==> src/rtl/frame_decoder.sv <==
// ETROC2 word-stream frame decoder: classifies aligned 40-bit words, walks frames, emits hits and frame summaries.
// Optional CRC-8 frame check is compiled in when CRC_CHECK_EN is defined.
module frame_decoder #(
  parameter logic [15:0] HEADER_ID = 16'h3C5C,
  parameter int unsigned MAX_HITS  = 16,
  parameter logic [7:0]  CRC_POLY  = 8'h2F
) (
  input  logic        CLK,
  input  logic        RSTn,
  input  logic [39:0] WordIn,
  input  logic        WordValid,
  input  logic        Aligned,
  output logic        HitValid,
  output logic [1:0]  HitEA,
  output logic [3:0]  HitCol,
  output logic [3:0]  HitRow,
  output logic [9:0]  HitTOA,
  output logic [8:0]  HitTOT,
  output logic [9:0]  HitCAL,
  output logic [7:0]  FrameL1Counter,
  output logic [1:0]  FrameType,
  output logic [11:0] FrameBCID,
  output logic        FrameDone,
  output logic [16:0] FrameChipId,
  output logic [5:0]  FrameStatus,
  output logic [7:0]  FrameHits,
  output logic        HitCountErr,
  output logic        CrcErr,
  output logic        ProtocolErr,
  output logic [23:0] FrameCount,
  output logic [15:0] ErrorCount
);

  localparam logic [7:0] MAX_HITS_W = MAX_HITS[7:0];

  typedef enum logic {
    IDLE,
    PAYLOAD
  } state_t;

  state_t state;
  logic   ovf_seen;

  logic word_ok;
  logic is_header;
  logic is_filler;
  logic is_data;
  logic is_trailer;
  logic in_payload;
  logic start_frame;
  logic take_hit;
  logic take_trailer;
  logic hit_overflow;
  logic prot_err;
  logic hit_cnt_bad;
  logic crc_bad;
  logic err_event;

  always_comb begin
    word_ok      = WordValid & Aligned;
    is_header    = (WordIn[39:22] == {HEADER_ID, 2'b00});
    is_filler    = (WordIn[39:22] == {HEADER_ID, 2'b10});
    is_data      = WordIn[39] & ~is_header & ~is_filler;
    is_trailer   = ~WordIn[39] & ~is_header & ~is_filler;
    in_payload   = (state == PAYLOAD);
    start_frame  = word_ok & is_header;
    take_hit     = word_ok & in_payload & is_data;
    take_trailer = word_ok & in_payload & is_trailer;
    // Only the first hit beyond MAX_HITS flags; later ones in the same frame are silent.
    hit_overflow = take_hit & (FrameHits == MAX_HITS_W) & ~ovf_seen;
    prot_err     = word_ok & ((~in_payload & (is_data | is_trailer)) |
                              (in_payload & (is_header | is_filler)) |
                              hit_overflow);
    hit_cnt_bad  = (FrameHits != WordIn[15:8]);
    err_event    = prot_err | (take_trailer & (hit_cnt_bad | crc_bad));
  end

  always_ff @(posedge CLK or negedge RSTn) begin
    if (!RSTn) begin
      state          <= IDLE;
      ovf_seen       <= 1'b0;
      HitValid       <= 1'b0;
      HitEA          <= '0;
      HitCol         <= '0;
      HitRow         <= '0;
      HitTOA         <= '0;
      HitTOT         <= '0;
      HitCAL         <= '0;
      FrameL1Counter <= '0;
      FrameType      <= '0;
      FrameBCID      <= '0;
      FrameDone      <= 1'b0;
      FrameChipId    <= '0;
      FrameStatus    <= '0;
      FrameHits      <= '0;
      HitCountErr    <= 1'b0;
      ProtocolErr    <= 1'b0;
      FrameCount     <= '0;
      ErrorCount     <= '0;
    end else begin
      HitValid    <= 1'b0;
      FrameDone   <= 1'b0;
      HitCountErr <= 1'b0;
      ProtocolErr <= prot_err;

      case (state)
        IDLE:    if (start_frame) state <= PAYLOAD;
        PAYLOAD: if (word_ok && (is_filler || is_trailer)) state <= IDLE;
        default: state <= IDLE;
      endcase
      if (!Aligned) state <= IDLE;

      if (start_frame) begin
        FrameL1Counter <= WordIn[21:14];
        FrameType      <= WordIn[13:12];
        FrameBCID      <= WordIn[11:0];
        FrameHits      <= '0;
        ovf_seen       <= 1'b0;
      end

      if (take_hit) begin
        HitValid <= 1'b1;
        HitEA    <= WordIn[38:37];
        HitCol   <= WordIn[36:33];
        HitRow   <= WordIn[32:29];
        HitTOA   <= WordIn[28:19];
        HitTOT   <= WordIn[18:10];
        HitCAL   <= WordIn[9:0];
        if (FrameHits != 8'hFF) FrameHits <= FrameHits + 8'd1;
        if (hit_overflow) ovf_seen <= 1'b1;
      end

      if (take_trailer) begin
        FrameDone   <= 1'b1;
        FrameChipId <= WordIn[38:22];
        FrameStatus <= WordIn[21:16];
        HitCountErr <= hit_cnt_bad;
        FrameCount  <= FrameCount + 24'd1;
      end

      if (err_event && (ErrorCount != 16'hFFFF)) ErrorCount <= ErrorCount + 16'd1;
    end
  end

`ifdef CRC_CHECK_EN
  logic [7:0] crc_q;
  logic       crc_err_q;

  function automatic logic [7:0] crc_step(input logic [7:0] crc_in, input logic [39:0] word,
                                          input int unsigned nbits);
    logic [7:0]  c;
    logic [39:0] w;
    logic        fb;
    c = crc_in;
    w = word;
    for (int unsigned i = 0; i < 40; i++) begin
      if (i < nbits) begin
        fb = c[7] ^ w[39];
        c  = {c[6:0], 1'b0} ^ (fb ? CRC_POLY : 8'h00);
        w  = {w[38:0], 1'b0};
      end
    end
    return c;
  endfunction

  // The trailer contributes only its upper 32 bits; its low byte carries the expected CRC.
  always_comb crc_bad = (crc_step(crc_q, WordIn, 32) != WordIn[7:0]);

  always_ff @(posedge CLK or negedge RSTn) begin
    if (!RSTn) begin
      crc_q     <= '0;
      crc_err_q <= 1'b0;
    end else begin
      crc_err_q <= take_trailer & crc_bad;
      if (start_frame)   crc_q <= crc_step(8'h00, WordIn, 40);
      else if (take_hit) crc_q <= crc_step(crc_q, WordIn, 40);
    end
  end

  assign CrcErr = crc_err_q;
`else
  logic [7:0] unused_crc_poly;
  assign unused_crc_poly = CRC_POLY;
  assign crc_bad         = 1'b0;
  assign CrcErr          = 1'b0;
`endif

endmodule

==> config.mk <==
export PLATFORM = sky130hd
export DESIGN_NAME = frame_decoder
export DESIGN_NICKNAME = d
export VERILOG_FILES = /design/src/rtl/frame_decoder.sv
export SDC_FILE = /design/constraint.sdc
export NUM_CORES = 1
export LEC_CHECK = 0
export CELL_PAD_IN_SITES_DETAIL_PLACEMENT = 1
export CELL_PAD_IN_SITES_GLOBAL_PLACEMENT = 1
export CORE_MARGIN = 2
export CORE_UTILIZATION = 35
export CTS_CLUSTER_DIAMETER = 150
export DETAILED_ROUTE_END_ITERATION = 6
export GPL_ROUTABILITY_DRIVEN = 0
export PLACE_DENSITY_LB_ADDON = 0.1
export SLEW_MARGIN = 20
export SYNTH_ARGS = -nofsm -noshare
export SYNTH_HDL_FRONTEND = slang
export SYNTH_SLANG_ARGS = --single-unit
export TNS_END_PERCENT = 100
==> constraint.sdc <==
create_clock -name CLK -period 2.4 [get_ports CLK]
set_input_delay 0.24 -clock CLK [delete_from_list [all_inputs] [get_ports CLK]]
set_output_delay 0.24 -clock CLK [all_outputs]
set_load 0.01 [all_outputs]
==> impl_results.md <==
* Avg Cell Area, Syn at between 9 and 10 um^2
* CTS tree: built
* Clock Latency Late Sink at 0.42 ns
* Synth area leaders: dfrtp_1 (60%), nand2_1 (18%), xor2_1 (5.0%), xnor2_1 (2.3%), nand3_1 (1.8%)
* Fmax at approximately 450 MHz
* Share of cells above drive strength 1 at between 10 and 15%
* Commonest cells post-synth: nand2_1 (280), dfrtp_1 (138), xor2_1 (33), nor2_1 (26), nand3_1 (21)
* Clock buffer depth at 2
* Synth cell types at 39
* Outcome: completed
* Most common cell in the netlist: nand2_1
* Core area at 0.0164 mm^2
* Die height at between 100 and 150 um
* DRC viols at 0
* Nature of the critical path endpoint: flop
* Placed insts at 1035
* Die width at ~130 um
* Max Slew Vio Count at 0
* Number of vias per cell at about 4.7
* Peak supply drop at 0.473 mV
* DP HPWL at about 13 mm
* Net Sw Frac at 22.7%
* # IOs at 181
* Post-Route WL at ~18 mm
* Clock buffer count from CTS at 17
* Sequential share of power at between 40% and 50%
* First-pass GRT wire length at between 20 and 30 mm
* Setup CP Type: flop to flop
* Leak at ~4.3 nW
* Clock Pin Slew Worst Setup and Hold Paths at around 0.050 ns
* Post-route insts no fill at between 1000 and 1500
* Area leader, netlist: dfrtp_1
* Post-synth EDFFs at 0
* Clk sinks at between 100 and 150
* Clock power share at between 40 and 50%
* Htree depth at 4
* DIE AREA at ~0.018 mm^2
* Initial DRC Count at 168
* Crit path launch type: flop
* Worst slew pin tran at 0.556 ns
* Initial antenna violation count at 0
* HP Class: input port to asynchronous set/reset pin
* Critical Path RT at 2.74 ns
* Tcrit/Tclk final at between 90% and 100%
* Clock skew at a little under 0.008 ns
* Drt pass-1 iters at 4
* Pwr per Cell Area at ~600 mW/mm^2
* Antenna Nets Post-Route at 0
* Final setup viols at 0
* Comb pwr share at approximately 8.0%
* Final net count at 883
* Post-synthesis cell count at 614
* Yosys reg bits at about 140
* Final Hold Fails at 0
* Post-synthesis sequential area ratio at 59.5%
* Synth top area share at 59.5%
* Post-synthesis async set-or-reset flop share at between 90% and 100%
* Post-CTS setup buffer count at 0
* PortBufs at between 150 and 200
* Synth Warn # at 0
* Total GRT Usage at between 20% and 30%
* Total power at 5.23 mW
* Row Count at 47
* Vias at 5037
* Tmin final at 2.22 ns
* P_int at between 4 and 5 mW
* R2r startpoint: FrameHits[2]
* CP arrival at approximately 2.6 ns
* Largest net degree at the start of global routing at 58
* Fin util at 53.0%
* Post-Syn Nets at 662
* Max Cap Viol at 0
* Crit path from: FrameHits[2]
* Root Driver: clkbuf_16
* Diode count at 0
* Initial core utilization at 35.3%
* Maximum fanout along the worst path at 15
* Avg WL per Cell at around 17 um
* GR Overflow Total at 0
* RSZ-0062 raised after global routing: false
* Slew HR at 63.0%
* Post-Syn Area at 0.00580 mm^2
* Vias in the first global route at about 5500
* Net Sw Power at between 1 and 1.5 mW
* Area grow syn2layout at 49.9%
* Post-synth top flop: dfrtp_1
[placed cells by master (no fill, tap or decap), types with 3 or more instances in the layout]
master           instances
xnor2_1                 15
clkdlybuf4s50_1        178
nor4_2                   3
clkbuf_1                 5
nand2_1                280
xor2_1                  33
o21ai_0                  7
nor2_1                  26
and4_1                   3
clkbuf_16               17
buf_4                   40
inv_1                   11
buf_12                   3
nand4_1                  6
clkinv_2                 3
ha_1                     4
dfrtp_1                137
mux2_2                   4
and3_1                   4
nor4_1                   5
nor3_1                  10
nand3_1                 21
[metrics by stage]
| stage | cell area [um^2] | hold WS (ns) | setup TNS (ns) | worst slack (ns) |
|---|---|---|---|---|
| floorplan | 5800 | -0.0556 | 0 | 0.312 |
| global placement | 8140 | 0.141 | -1.74 | -0.234 |
| detailed placement | 8140 | 0.145 | -4.19 | -0.301 |
| CTS | 8670 | 0.279 | 0 | 0.0795 |
| global route | 8690 | 0.304 | 0 | 0.0165 |
| finish | 8690 | 0.282 | 0 | 0.176 |
[critical path: stages, from the launching register on]
cell and delay, ns:
dfrtp_2 0.46, nor3_1 0.21, nand4_1 0.16, o32a_1 0.36
mux2i_4 0.22, o21ai_4 0.10, buf_12 0.16, nor4_1 0.32
xor2_1 0.17
[metal layers]
metal	up-vias	wire, um	global-route usage (%)
met5	-	0	0
met4	0	401	7.41
met3	29	1170	6.67
met2	137	8760	35.1
met1	2487	7600	25.7
li1	2384	-	-
[state kept, by name, summed over array words and instances, names as in the netlist, 9 cells and up]
name and flops:
FrameCount 24, HitTOA 10, ErrorCount 16, FrameBCID 12, HitCAL 10, HitTOT 9
FrameChipId 17
[power groups by stage]
stage	clock, mW	combinational (mW)	sequential [mW]
finish	2.38	0.420	2.44
floorplan	0	0.102	2.49
detailed placement	0	0.421	2.48
global route	2.54	0.466	2.44
CTS	2.44	0.425	2.44
global placement	0	0.408	2.47
[what timing repair did]
item | in CTS | in global routing
hold buffers | 1 | 0
hold endpoints to repair | 26 | 0
gates resized for setup | 0 | 5
endpoints found under the setup margin | 0 | 8
[logic make-up (layout without fill, tap and decap cells)]
logic type	after synthesis	count (layout)	share of synthesized area [%]
flip-flops	138	138	59.5
buffers and inverters	33	263	2.35
AND/OR/NAND/NOR	369	369	26.6
adder cells (fa/ha/maj)	4	4	0.863
XOR/XNOR	48	48	7.25
AO/OA/AOI/OAI	16	16	2.11
multiplexers	5	5	1.16
other	1	1	0.0647
[worst paths after layout]
path                            endpoint  slack (ns)  depth (start not counted)
setup / recovery           ErrorCount[7]        0.18                          8
hold / removal              FrameBCID[5]        0.28                          2
setup reg to reg           ErrorCount[7]        0.18                          8
hold reg to reg             FrameBCID[9]        0.47                          2
max in group asynchronous      HitCAL[1]        1.37                          3
min in group CLK               HitCAL[0]        0.39                          3
[final cells by class]
cell class,instances,area (um^2)
clock buffers,24,472
clock inverters,4,45.0
fillers,1847,7710
inverters,12,45.0
multi-input cells,443,2240
flip-flops and latches,138,3450
well taps,220,275
repair buffers,223,2160
Power figures use the tool's default switching activity.
